## src/rtl/ascii_scroll_display.sv

```systemverilog
// rtl/ascii_scroll_display.sv - time-multiplexed ASCII text driver for a row of 7-segment digits
//
// Characters are appended to a circular buffer through a valid/ready port and
// shown either statically or scrolled right-to-left across NUM_DIGITS digits
// that share one segment bus.
//
// Optional feature macro: SEG_DIGITS_EN (adds numeral glyphs for '0'-'9').
//
// Ports:
//   clk        system clock, rising edge
//   rst        synchronous active-high reset
//   clr        synchronous flush of buffer, state and scroll position
//   wr_valid   write request
//   wr_data    ASCII character to append
//   wr_ready   buffer can accept a character this cycle
//   scroll_en  allow scrolling when the text is longer than the display
//   seg        segments {a,b,c,d,e,f,g}, active high, registered
//   dig        one-hot digit enable, dig[0] = leftmost, registered
//   scrolling  high while in the scroll state, registered
module ascii_scroll_display #(
    parameter int NUM_DIGITS = 4,
    parameter int BUF_DEPTH  = 16,
    parameter int MUX_DIV    = 1000,
    parameter int SCROLL_DIV = 5000000
) (
    input  logic                  clk,
    input  logic                  rst,
    input  logic                  clr,
    input  logic                  wr_valid,
    input  logic [7:0]            wr_data,
    output logic                  wr_ready,
    input  logic                  scroll_en,
    output logic [6:0]            seg,
    output logic [NUM_DIGITS-1:0] dig,
    output logic                  scrolling
);

    localparam int CW = $clog2(BUF_DEPTH + 1);
    localparam int IW = (BUF_DEPTH > 1) ? $clog2(BUF_DEPTH) : 1;
    localparam int DW = (NUM_DIGITS > 1) ? $clog2(NUM_DIGITS) : 1;
    localparam int MW = $clog2(MUX_DIV);
    localparam int SW = $clog2(SCROLL_DIV);

    localparam logic [CW-1:0]         DEPTH_C     = CW'(BUF_DEPTH);
    localparam logic [CW-1:0]         NDIG_C      = CW'(NUM_DIGITS);
    localparam logic [DW-1:0]         DIG_LAST    = DW'(NUM_DIGITS - 1);
    localparam logic [MW-1:0]         MUX_LAST    = MW'(MUX_DIV - 1);
    localparam logic [SW-1:0]         SCROLL_LAST = SW'(SCROLL_DIV - 1);
    localparam logic [NUM_DIGITS-1:0] DIG_ONE     = NUM_DIGITS'(1);
    localparam logic [7:0]            BLANK_CHAR  = 8'h20;

    typedef enum logic [1:0] {
        ST_EMPTY,
        ST_STATIC,
        ST_SCROLL
    } state_t;

    state_t          state;
    state_t          state_next;

    logic [7:0]      char_mem [0:BUF_DEPTH-1];
    logic [CW-1:0]   count;
    logic [CW-1:0]   start;
    logic [SW-1:0]   scroll_cnt;
    logic [MW-1:0]   mux_cnt;
    logic [DW-1:0]   idx;

    logic            wr_fire;
    logic [CW:0]     idx_w;
    logic [CW:0]     start_w;
    logic [CW:0]     count_w;
    logic [CW:0]     pos_sum;
    logic [CW:0]     pos_wrap;
    logic [7:0]      disp_char;

    // Glyph lookup; lower-case letters share the upper-case glyphs.
    function automatic logic [6:0] glyph(input logic [7:0] ch);
        logic [7:0] c;
        c = ch;
        if (c >= "a" && c <= "z") begin
            c = c - 8'h20;
        end
        case (c)
            "A":     glyph = 7'b1110111;
            "B":     glyph = 7'b0011111;
            "C":     glyph = 7'b1001110;
            "D":     glyph = 7'b0111101;
            "E":     glyph = 7'b1001111;
            "F":     glyph = 7'b1000111;
            "G":     glyph = 7'b1011110;
            "H":     glyph = 7'b0110111;
            "I":     glyph = 7'b0110000;
            "J":     glyph = 7'b0111100;
            "K":     glyph = 7'b1010111;
            "L":     glyph = 7'b0001110;
            "M":     glyph = 7'b1010100;
            "N":     glyph = 7'b0010101;
            "O":     glyph = 7'b1111110;
            "P":     glyph = 7'b1100111;
            "Q":     glyph = 7'b1110011;
            "R":     glyph = 7'b0000101;
            "S":     glyph = 7'b1011011;
            "T":     glyph = 7'b0001111;
            "U":     glyph = 7'b0111110;
            "V":     glyph = 7'b0011100;
            "W":     glyph = 7'b0101010;
            "X":     glyph = 7'b0110110;
            "Y":     glyph = 7'b0111011;
            "Z":     glyph = 7'b1101101;
`ifdef SEG_DIGITS_EN
            "0":     glyph = 7'b1111110;
            "1":     glyph = 7'b0110000;
            "2":     glyph = 7'b1101101;
            "3":     glyph = 7'b1111001;
            "4":     glyph = 7'b0110011;
            "5":     glyph = 7'b1011011;
            "6":     glyph = 7'b1011111;
            "7":     glyph = 7'b1110000;
            "8":     glyph = 7'b1111111;
            "9":     glyph = 7'b1111011;
`endif
            default: glyph = 7'b0000000;
        endcase
    endfunction

    // clr blocks acceptance so a simultaneous write cannot survive the flush.
    assign wr_ready = (count < DEPTH_C) && !clr;
    assign wr_fire  = wr_valid && wr_ready;

    always_ff @(posedge clk) begin
        if (wr_fire) begin
            char_mem[IW'(count)] <= wr_data;
        end
    end

    always_ff @(posedge clk) begin
        if (rst || clr) begin
            count      <= '0;
            start      <= '0;
            scroll_cnt <= '0;
        end else begin
            if (wr_fire) begin
                count <= count + 1'b1;
            end
            // Outside SCROLL both start and the step counter hold, so
            // re-entering scroll resumes exactly where it paused.
            if (state == ST_SCROLL) begin
                if (scroll_cnt == SCROLL_LAST) begin
                    scroll_cnt <= '0;
                    start      <= (start + 1'b1 >= count) ? '0 : start + 1'b1;
                end else begin
                    scroll_cnt <= scroll_cnt + 1'b1;
                end
            end
        end
    end

    always_ff @(posedge clk) begin
        if (rst) begin
            state     <= ST_EMPTY;
            scrolling <= 1'b0;
        end else begin
            state     <= state_next;
            scrolling <= (state_next == ST_SCROLL);
        end
    end

    always_comb begin
        state_next = state;
        if (clr || count == '0) begin
            state_next = ST_EMPTY;
        end else if (count > NDIG_C && scroll_en) begin
            state_next = ST_SCROLL;
        end else begin
            state_next = ST_STATIC;
        end
    end

    assign idx_w   = {{(CW + 1 - DW){1'b0}}, idx};
    assign start_w = {1'b0, start};
    assign count_w = {1'b0, count};

    // In SCROLL start < count and idx < NUM_DIGITS < count, so the sum is
    // below 2*count and one conditional subtract gives the modulo.
    always_comb begin
        pos_sum   = start_w + idx_w;
        pos_wrap  = (pos_sum >= count_w) ? (pos_sum - count_w) : pos_sum;
        disp_char = BLANK_CHAR;
        case (state)
            ST_STATIC: begin
                if (idx_w < count_w) begin
                    disp_char = char_mem[IW'(idx_w)];
                end
            end
            ST_SCROLL: disp_char = char_mem[IW'(pos_wrap)];
            default:   disp_char = BLANK_CHAR;
        endcase
    end

    // Multiplexer: mux position is deliberately not affected by clr.
    always_ff @(posedge clk) begin
        if (rst) begin
            mux_cnt <= '0;
            idx     <= '0;
            seg     <= '0;
            dig     <= '0;
        end else if (mux_cnt == MUX_LAST) begin
            mux_cnt <= '0;
            seg     <= glyph(disp_char);
            dig     <= DIG_ONE << idx;
            idx     <= (idx == DIG_LAST) ? '0 : idx + 1'b1;
        end else begin
            mux_cnt <= mux_cnt + 1'b1;
        end
    end

endmodule

```

## config.mk

```make
export PLATFORM = sky130hd
export DESIGN_NAME = ascii_scroll_display
export DESIGN_NICKNAME = d
export VERILOG_FILES = /design/src/rtl/ascii_scroll_display.sv
export SDC_FILE = /design/constraint.sdc
export NUM_CORES = 1
export LEC_CHECK = 0
export CORE_AREA = 2 2 132 134
export DETAILED_ROUTE_END_ITERATION = 6
export DIE_AREA = 0 0 134 136
export PLACE_DENSITY_LB_ADDON = 0.1
export REMOVE_ABC_BUFFERS = 1
export SLEW_MARGIN = 40
export SYNTH_ARGS = -nofsm -noshare
export SYNTH_HDL_FRONTEND = slang
export SYNTH_SLANG_ARGS = --single-unit
```

## constraint.sdc

```tcl
create_clock -name clk -period 6 [get_ports clk]
set_input_delay 0.9 -clock clk [delete_from_list [all_inputs] [get_ports clk]]
set_output_delay 0.9 -clock clk [all_outputs]
set_load 0.005 [all_outputs]
```

# After elaboration in Yosys (flattened, before gate mapping)
# Memory sizes are Yosys's and may differ from the RTL's. A register that Yosys moved wholly into a read port is not among the register bits.
# Index checks and enable logic that the tools add are counted.
[word_totals]
reg_bits = 59
mem_bits_rw = 128
romBits = 896
input_bits = 13
output_inout_bits = 13
elab_cells = 59
memories = 2
[mem_list]
columns = ["name", "depth", "word_bits", "read_ports", "rd_ports_with_merged_regs", "wr", "line", "source"]
rows = [
  ["(name not given)", 128, 7, 1, 0, 0, "83", "case (c)"],
  ["char_mem", 16, 8, 2, 1, 1, "61", "logic [7:0] char_mem [0:BUF_DEPTH-1];"],
]
[classes]
n_addsub = 8
magnitude_cmp = 7
eq_ne = 6
shifts = 1
mux = 16
reduce_logical = 10
[ops]
columns = ["cell", "count"]
rows = [
  ["2-to-1 mux 8 bit", 4],
  ["adder 23 x 1 -> 23 bit, second input constant", 1],
  ["== test 23 bit, second input constant", 1],
  ["2-to-1 mux 23 bit", 1],
  ["one-hot mux 8 bit (2 select lines)", 1],
  ["2-to-1 mux 4 bit", 3],
  ["adder 10 x 1 -> 10 bit, second input constant", 1],
  ["adder 5 x 1 -> 5 bit, second input constant", 2],
  ["== test 10 bit, second input constant", 1],
  [">= comparator 8 x 7 -> 1 bit, second input constant", 1],
  ["<= comparator 8 x 7 -> 1 bit, second input constant", 1],
  ["subtractor 8 x 6 -> 8 bit, second input constant", 1],
  ["2-to-1 mux 7 bit", 1],
  ["adder 5 x 2 -> 6 bit", 1],
  ["== test 2 bit, second input constant", 3],
  [">= comparator 6 x 5 -> 1 bit", 1],
  ["2-to-1 mux 2 bit", 3],
  [">= comparator 5 bit", 1],
  ["greater-than comparator 5 x 3 -> 1 bit, second input constant", 1],
  ["zero test 5 bit", 1],
  ["< comparator 2 x 5 -> 1 bit", 1],
  ["< comparator 5 bit, second input constant", 1],
  ["2-to-1 mux 5 bit", 1],
  ["logical AND 1 bit", 4],
  ["9 further kinds", 11],
]

# Depth between registers and ports, before layout
# Gate-level depths: netlist of the first run.
# An unclocked memory read counts as a cell.
[logic_depth]
depth_word = 12
mapped_depth = 25
mapped_depth_nobuf = 21

# Least setup slack after synthesis of the first run
# No wires, ideal clock.
[synth_path]
path_type = "register -> register"
startpoint = "reg start[0]"
endpoint = "reg seg[6]"
setup_time_ns = 0.069
arrival_ns = 5.178
required_ns = 5.931
path_slack_ns = 0.752
path_stages_with_launch = 25
path_buffers = 4
synth_period_minus_slack_ns = 5.248
path_cell_list = "dfxtp_1 > ha_1 > fa_1 > buf_2 > inv_1 > fa_1 > a21bo_4 > a21o_1 > buf_6 > o21ai_2 > buf_4 > buf_2 > and3_1 > a2111oi_0 > a2111oi_0 > a21boi_1 > nor2_1 > inv_1 > ha_1 > a211oi_1 > a22o_1 > o311a_1 > and4bb_4 > a32oi_4 > o21ai_1"
[synth_between]
elab_chain_len = 12
word_cells_on_any_way = 15
cone_classes = "add/sub: 3; order compare: 3; mux: 6; reduce/logical: 1; memory: 2"
[synth_rtl]
columns = ["element", "line", "source"]
rows = [
  ["start, declared", "63", "logic [CW-1:0] start;"],
  ["start signal, assigned", "150", "start <= (start + 1'b1 >= count) ? '0 : start + 1'b1;"],
  ["adder 5 x 2 -> 6 bit (*)", "186", "pos_sum = start_w + idx_w;"],
  [">= comparator 6 x 5 -> 1 bit / subtractor 4 bit (equally long branches)", "187", "pos_wrap = (pos_sum >= count_w) ? (pos_sum - count_w) : pos_sum;"],
  ["2-to-1 mux 4 bit (*)", "187", ""],
  ["memory (16 x 8 bit) (*)", "--", ""],
  ["one-hot mux 8 bit (2 select lines) (*)", "189", "case (state)"],
  [">= comparator 8 x 7 -> 1 bit / <= comparator 8 x 7 -> 1 bit (equally long branches)", "80", "if (c >= \"a\" && c <= \"z\") begin"],
  ["logical AND 1 bit", "80", ""],
  ["2-to-1 mux 8 bit (*)", "80", ""],
  ["2-to-1 mux 8 bit (*)", "207", "end else if (mux_cnt == MUX_LAST) begin"],
  ["2-to-1 mux 8 bit (*)", "202", "if (rst) begin"],
  ["memory (128 x 7 bit)", "--", ""],
  ["2-to-1 mux 7 bit (*)", "83", ""],
  ["end signal, assigned", "209", "seg <= glyph(disp_char);"],
  ["end, declared", "33", "output logic [6:0] seg,"],
]
# Every way passes the cells marked *; elsewhere a longest branch is shown, timed or not. The select of a mux whose other input is x is not followed.
# A chain may end at the register's enable or synchronous reset.

# Final worst setup path of the first run
[layout_path]
startpoint = "reg idx[1]"
endpoint = "reg seg[1]"
[layout_between]
elab_chain_len = 12
word_cells_on_any_way = 17
cone_classes = "add/sub: 3; order compare: 4; mux: 7; reduce/logical: 1; memory: 2"
[layout_rtl]
columns = ["element", "line", "source"]
rows = [
  ["start, declared", "66", "logic [DW-1:0] idx;"],
  ["start signal, assigned", "211", "idx <= (idx == DIG_LAST) ? '0 : idx + 1'b1;"],
  ["adder 5 x 2 -> 6 bit", "186", ""],
  [">= comparator 6 x 5 -> 1 bit / subtractor 4 bit (equally long branches)", "187", ""],
  ["2-to-1 mux 4 bit", "187", ""],
  ["memory (16 x 8 bit)", "--", ""],
  ["one-hot mux 8 bit (2 select lines) (*)", "189", ""],
  [">= comparator 8 x 7 -> 1 bit / <= comparator 8 x 7 -> 1 bit (equally long branches)", "80", ""],
  ["logical AND 1 bit", "80", ""],
  ["2-to-1 mux 8 bit (*)", "80", ""],
  ["2-to-1 mux 8 bit (*)", "207", ""],
  ["2-to-1 mux 8 bit (*)", "202", ""],
  ["memory (128 x 7 bit)", "--", ""],
  ["2-to-1 mux 7 bit (*)", "83", ""],
]
# Marks and branches as above.

==> results of run 1 <==
-- worst reg2reg max path, stage by stage (launching register included) --
cell      delay, ns
dfxtp_1        0.48
ha_1           0.31
a21o_1         0.17
and3_1         0.20
or2_2          0.28
ha_1           0.31
a21oi_1        0.29
o22a_2         0.31
o211ai_1       0.25
a211oi_1       0.54
nand3_1        0.14
a41oi_1        0.24
a21boi_1       0.29
nor2_1         0.15
inv_1          0.16
ha_1           0.26
a211oi_1       0.07
a22o_1         0.25
o311a_1        0.35
and4bb_4       0.33
a32oi_4        0.08
o21ai_1        0.17
-- worst paths after layout --
check / depth (start not counted) / to / slack [ns]
worst min-delay path: 2 / seg[0]$_SDFFE_PP0N_ / 0.45
worst max-delay path: 21 / seg[1]$_SDFFE_PP0N_ / 0.28
worst max register to register: 21 / seg[1]$_SDFFE_PP0N_ / 0.28
worst min register to register: 2 / seg[0]$_SDFFE_PP0N_ / 0.45
-- layout make-up --
cell class	count	area, sq um
Inverter	27	101.3
Clock buffer	17	425.4
Timing Repair Buffer	62	540.5
Sequential cell	188	5045
Tap cell	225	281.5
Multi-Input combinational cell	651	4639
Clock inverter	15	180.2
Fill cell	1292	5663
-- cell families after synthesis --
kind of cell	after synthesis
flops	188
compound gates	194
buf+inv	78
fa+ha+maj	37
mux	38
xor+xnor	38
simple gates	344
-- placed cells by master, fill, tap and decap left out, types with 21 or more instances in the layout --
cell type          n
o21ai_0           25
nand2_1          106
nor2_1            71
edfxtp_1         128
a211oi_1          21
nand3_1           47
ha_1              35
a21oi_1           27
buf_4             36
dfxtp_1           60
inv_1             27
mux2i_1           25
clkdlybuf4s50_1   25
and3_1            29
-- timing repair --
action	4_1_cts	5_1_grt
buffers inserted	0	0
resized for setup	0	6
setup endpoints to repair	0	7
-- through the flow --
| step | setup WS, ns | utilization (%) | instance area, sq um |
|---|---|---|---|
| CTS | 0.1573 | 66.29 | 11190 |
| global placement | 0.2689 | 62.37 | 10530 |
| finish | 0.2813 | 66.44 | 11210 |
| detailed placement | 0.1661 | 62.70 | 10580 |
| floorplan | -0.05190 | - | 9677 |
| global route | 0.02760 | 66.44 | 11210 |
-- per-layer routing --
metal  vias to the layer above  wire (um)  GRT usage, %
met4                         0       1186         14.95
met3                        94       2485         6.562
met1                      3841      12120         45.40
met5                         -          0             0
met2                       437      13960         53.13
li1                       3503          -             -
-- where the power goes --
part           internal, mW  leakage [nW]  switching [mW]
Sequential             1.39          1.64         0.00495
Clock                 0.630         0.292           0.524
Combinational        0.0498          1.96          0.0940
-- state kept, by name, summed over array words and instances (netlist names), named ones only --
signal      flops
state           1
scrolling       1
idx             2
mux_cnt        10
seg             7
dig             4
start           5
scroll_cnt     23
char_mem      128
count           5
==> qor.txt, run 1 <==
Post-Synth XOR/XNOR Area: 3.338%
Rows: 48
CTS tree: built
Initial antenna violation count: 0
Maxcap violations: 0
CTS buffer count: 17
Synth Area in Adders: 4.794%
Synth cell types: 92
Gpl congestion: 1.027
Main combinational cell family by area after synthesis: simple AND/OR/NAND/NOR gates
Drt total wl: 29.75 mm
Tcrit/Tclk final: 95.31%
# placed instances: 1153
Largest net degree at the start of global routing: 28
Synth-to-Final Area Change: 12.46%
Number of flops mapped to enable cells by yosys: 128
Die ar.: 18220 sq um
Final hold vios: 0
Mapped Cells: 917
Area share of the largest cell type after synthesis: 38.55%
Final setup viols: 0
Boundary pin count: 26
Area contributors post-synth: edfxtp_1 39%, dfxtp_1 12%, ha_1 4.4%
Via count: 7875
Yosys top cell by area: edfxtp_1
First-pass GRT wire length: 45.23 mm
Crit start category: flip-flop
Core area: 16880 sq um
Syn Area/Cell: 10.87 sq um
Most common cell in the netlist: edfxtp_1
Worst setup EP type: flip-flop
RR Startpoint: idx[1]$_SDFFE_PP0N_
Clk buf depth: 2
Main synth FF type: edfxtp_1
Fmax: 174.9 MHz
Final TNS setup: 0 ns
Remaining global-route overflow: 0
Crit-path max cell delay: 0.54 ns
Final nets: 997
Initial drt markers: 1077
FF+latch count, synth: 188
Min Tclk post-route: 5.719 ns
PortBufs: 25
Unrepaired setup endpoints after global routing: no
Crit Path Category: flip-flop to flip-flop
Sequential cell area fraction in the yosys report: 50.60%
DR vias/cell: 6.646
Crit-path cells: ha_1, a21o_1, and3_1, or2_2, ha_1, a21oi_1, o22a_2, o211ai_1, a211oi_1, nand3_1, a41oi_1, a21boi_1, nor2_1, inv_1, ha_1, a211oi_1, a22o_1, o311a_1, and4bb_4, a32oi_4, o21ai_1
Synth Area in Compound Gates: 15.33%
ANT cells: 0
DP HPWL: 21.08 mm
Ys async rst share: 0%
Clk root buf: clkbuf_16
H-tree depth: 4
DRT Pass-1 Iters: 5
Antenna viol nets, final: 0
Power per standard cell area: 239.8 nW/um^2
Synth Warn #: 0
Worst-path clk slew: 0.07 ns
Crit path DAT: 6.09 ns
Final routed DRC violation total: 0
Static leakage: 3.888 nW
Worst min path class: flip-flop to flip-flop
CP most frequent cell: ha_1
VDD IR max: 195.1 uV
Die X: 134 um
Cts hold-fix bufs: 0
Final slew viol count: 0
Slew @ Worst Pin: 0.8366 ns
Outcome: completed
Clock tree sinks: 188
CP delay by family, top: compound AO/OA/AOI/OAI gates
Worst path slowest cell: a211oi_1
Layout Cells excl Fill: 1185
Starting Density: 59.08%
Mux contribution to synthesized area: 5.032%
CP Max Fanout: 9
Total chip power: 2.689 mW
Synthesized cell area: 9971 sq um
Simple-gate area share of the yosys netlist: 16.94%
Required time of the worst setup path: 6.37 ns
Clock skew: 0.01244 ns
Hold Startpoint: seg[0]$_SDFFE_PP0N_
WL/cell: 25.11 um
GRT Total Usage: 33.63%
Layout cells sized above 1: 14.27%
Max-slew headroom: 44.17%
Final Hold Slack: 0.4519 ns
Die height: 136 um
CP bufs+invs: 1
Critical path startpoint: idx[1]$_SDFFE_PP0N_
Vias in the first global route: 7571
Worst skew pair latency: 0.44 ns
Synth top cells by count: 128 x edfxtp_1, 106 x nand2_1, 80 x nor2_1
Note: power is estimated with default switching activity, not from simulation.
==> run 2, diff against run 1 <==
--- a/config.mk
+++ b/config.mk
@@ -5,9 +5,9 @@
 export SDC_FILE = /design/constraint.sdc
 export NUM_CORES = 1
 export LEC_CHECK = 0
-export CORE_AREA = 2 2 132 134
+export CORE_AREA = 2 2 161 163
 export DETAILED_ROUTE_END_ITERATION = 6
-export DIE_AREA = 0 0 134 136
+export DIE_AREA = 0 0 163 165
 export PLACE_DENSITY_LB_ADDON = 0.1
 export REMOVE_ABC_BUFFERS = 1
 export SLEW_MARGIN = 40
==> qor.txt, run 2 (synthesis gave the netlist of run 1 again) <==
Outcome: completed
Maxcap violations: 0
Max FFs per register: 128
Clock Power Share: 42.5%
Total chip power: 2.666 mW
Worst setup EP type: flip-flop
GRT Total Usage: 21.90%
Final nets: 1006
Multi-input logic area: 4621 sq um
DRT Pass-1 Iters: 7
Hold path depth: 2
Crit path DAT: 6.05 ns
Register Area: 5046 sq um
Slew @ Worst Pin: 0.7679 ns
Worst Hold Path EP: seg[1]$_SDFFE_PP0N_
PortBufs: 25
Worst skew pair latency: 0.44 ns
Comb pwr share: 5.3%
Final instance area: 11350 sq um
Final routed DRC violation total: 0
Final slew viol count: 0
Initial drt markers: 1000
Largest net degree at the start of global routing: 28
Fmax: 175.8 MHz
Min Tclk post-route: 5.688 ns
Gpl congestion: 0.8917
Final setup viols: 0
Sw Ratio: 24.05%
# fillers: 2371
Core area: 25040 sq um
# placed instances: 1267
Cts hold-fix bufs: 0
Worst-path clk slew: 0.07 ns
Hold Startpoint: seg[1]$_SDFFE_PP0N_
Worst R2R End: seg[3]$_SDFFE_PP0N_
Final TNS setup: 0 ns
RR Startpoint: start[1]$_SDFFE_PP0P_
Vias in the first global route: 7311
DP HPWL: 20.61 mm
Die X: 163 um
NetSw: 0.6411 mW
Crit start category: flip-flop
Unrepaired setup endpoints after global routing: no
First-pass GRT wire length: 43.79 mm
Power per standard cell area: 234.8 nW/um^2
Tcrit/Tclk final: 94.81%
Rows: 58
WL/cell: 21.94 um
Final hold vios: 0
Boundary pin count: 26
Via count: 7519
Worst min path class: flip-flop to flip-flop
Die height: 165 um
H-tree depth: 4
Int Power: 2.024 mW
Most frequent cells in the layout: 128 x edfxtp_1, 105 x nand2_1, 71 x nor2_1, 59 x dfxtp_1
Placed inst area: 10720 sq um
Synth-to-Final Area Change: 13.88%
Reg with most FFs: char_mem
Clk buf depth: 2
Clk root buf: clkbuf_16
Clock skew: 0.01104 ns
Starting Density: 39.83%
CTS buffer count: 17
Regs by FF count: char_mem x128, scroll_cnt x23, mux_cnt x10
Initial antenna violation count: 0
Final Hold Slack: 0.4459 ns
Most common cell after layout, fill and taps aside: edfxtp_1
R2R Setup Slk: 0.31 ns
Remaining global-route overflow: 0
Die ar.: 26900 sq um
Reg2Reg Depth: 23
Clock tree sinks: 188
DR vias/cell: 5.788
CP Max Fanout: 19
CTS tree: built
ANT cells: 0
Crit Path Category: flip-flop to flip-flop
VDD IR max: 128.7 uV
Sequential power share: 52.2%
Max-slew headroom: 48.52%
Layout cells sized above 1: 15.17%
Static leakage: 3.923 nW
Required time of the worst setup path: 6.36 ns
Drt total wl: 28.50 mm
Layout Cells excl Fill: 1299
Antenna viol nets, final: 0
## run 2: per-layer routing
| layer | wire length [um] | up-vias | track usage, % |
|---|---|---|---|
| li1 | - | 3512 | - |
| met1 | 12930 | 3653 | 30.60 |
| met2 | 12960 | 305 | 34.32 |
| met3 | 1927 | 49 | 3.591 |
| met4 | 688 | 0 | 8.126 |
| met5 | 0 | - | 0 |
## run 2: power groups by stage
stage	Clock [mW]	Sequential (mW)	Combinational, mW
CTS	1.16	1.39	0.138
floorplan	0	1.42	0.0721
detailed placement	0	1.42	0.138
global placement	0	1.42	0.139
global route	1.20	1.39	0.151
finish	1.13	1.39	0.140
## run 2: metrics by stage
stage               setup slack (ns)  utilization [%]
finish                        0.3116            45.35
global route                0.003062            45.35
CTS                          0.02814            45.12
detailed placement           0.06296            42.81
global placement             0.06818            42.70
floorplan                   -0.05190                -
## run 2: repair_timing
action,4_1_cts,5_1_grt
gates resized for setup,0,14
endpoints found under the setup margin,0,7
hold endpoints to repair,0,0
buffers inserted,0,0
## run 2: critical path: stages (launching register included)
cell and delay (ns):
dfxtp_1 0.43, ha_1 0.28, a21o_1 0.17, and3_1 0.21, or2_2 0.29, ha_1 0.32, a21oi_1 0.10, o22ai_2 0.30
buf_4 0.34, o21ai_2 0.13, buf_4 0.23, and3_1 0.20, a2111oi_1 0.41, a2111oi_1 0.10, a21boi_1 0.30, nor2_1 0.09
inv_1 0.15, ha_1 0.28, a211oi_1 0.07, a22o_1 0.26, o311a_1 0.37, and4bb_4 0.33, a32oi_4 0.08, o21ai_1 0.16
## run 2: how the worst max path moves through the flow
stage,start,end,slack [ns],cells after the start
2_1_floorplan,start[0]$_SDFFE_PP0P_,seg[0]$_SDFFE_PP0N_,-0.05,20
3_3_place_gp,idx[1]$_SDFFE_PP0N_,seg[4]$_SDFFE_PP0N_,0.07,22
3_5_place_dp,idx[1]$_SDFFE_PP0N_,seg[3]$_SDFFE_PP0N_,0.06,22
4_1_cts,idx[1]$_SDFFE_PP0N_,seg[3]$_SDFFE_PP0N_,0.03,22
5_1_grt,start[1]$_SDFFE_PP0P_,seg[2]$_SDFFE_PP0N_,0.003,23
6_report,start[1]$_SDFFE_PP0P_,seg[3]$_SDFFE_PP0N_,0.31,23
## run 2: layout make-up
cell class / count / area share [%]
Sequential cell: 188 / 44.44
Multi-Input combinational cell: 651 / 40.69
Timing Repair Buffer: 71 / 5.245
Clock buffer: 17 / 3.747
Tap cell: 330 / 3.636
Clock inverter: 15 / 1.344
Inverter: 27 / 0.8926
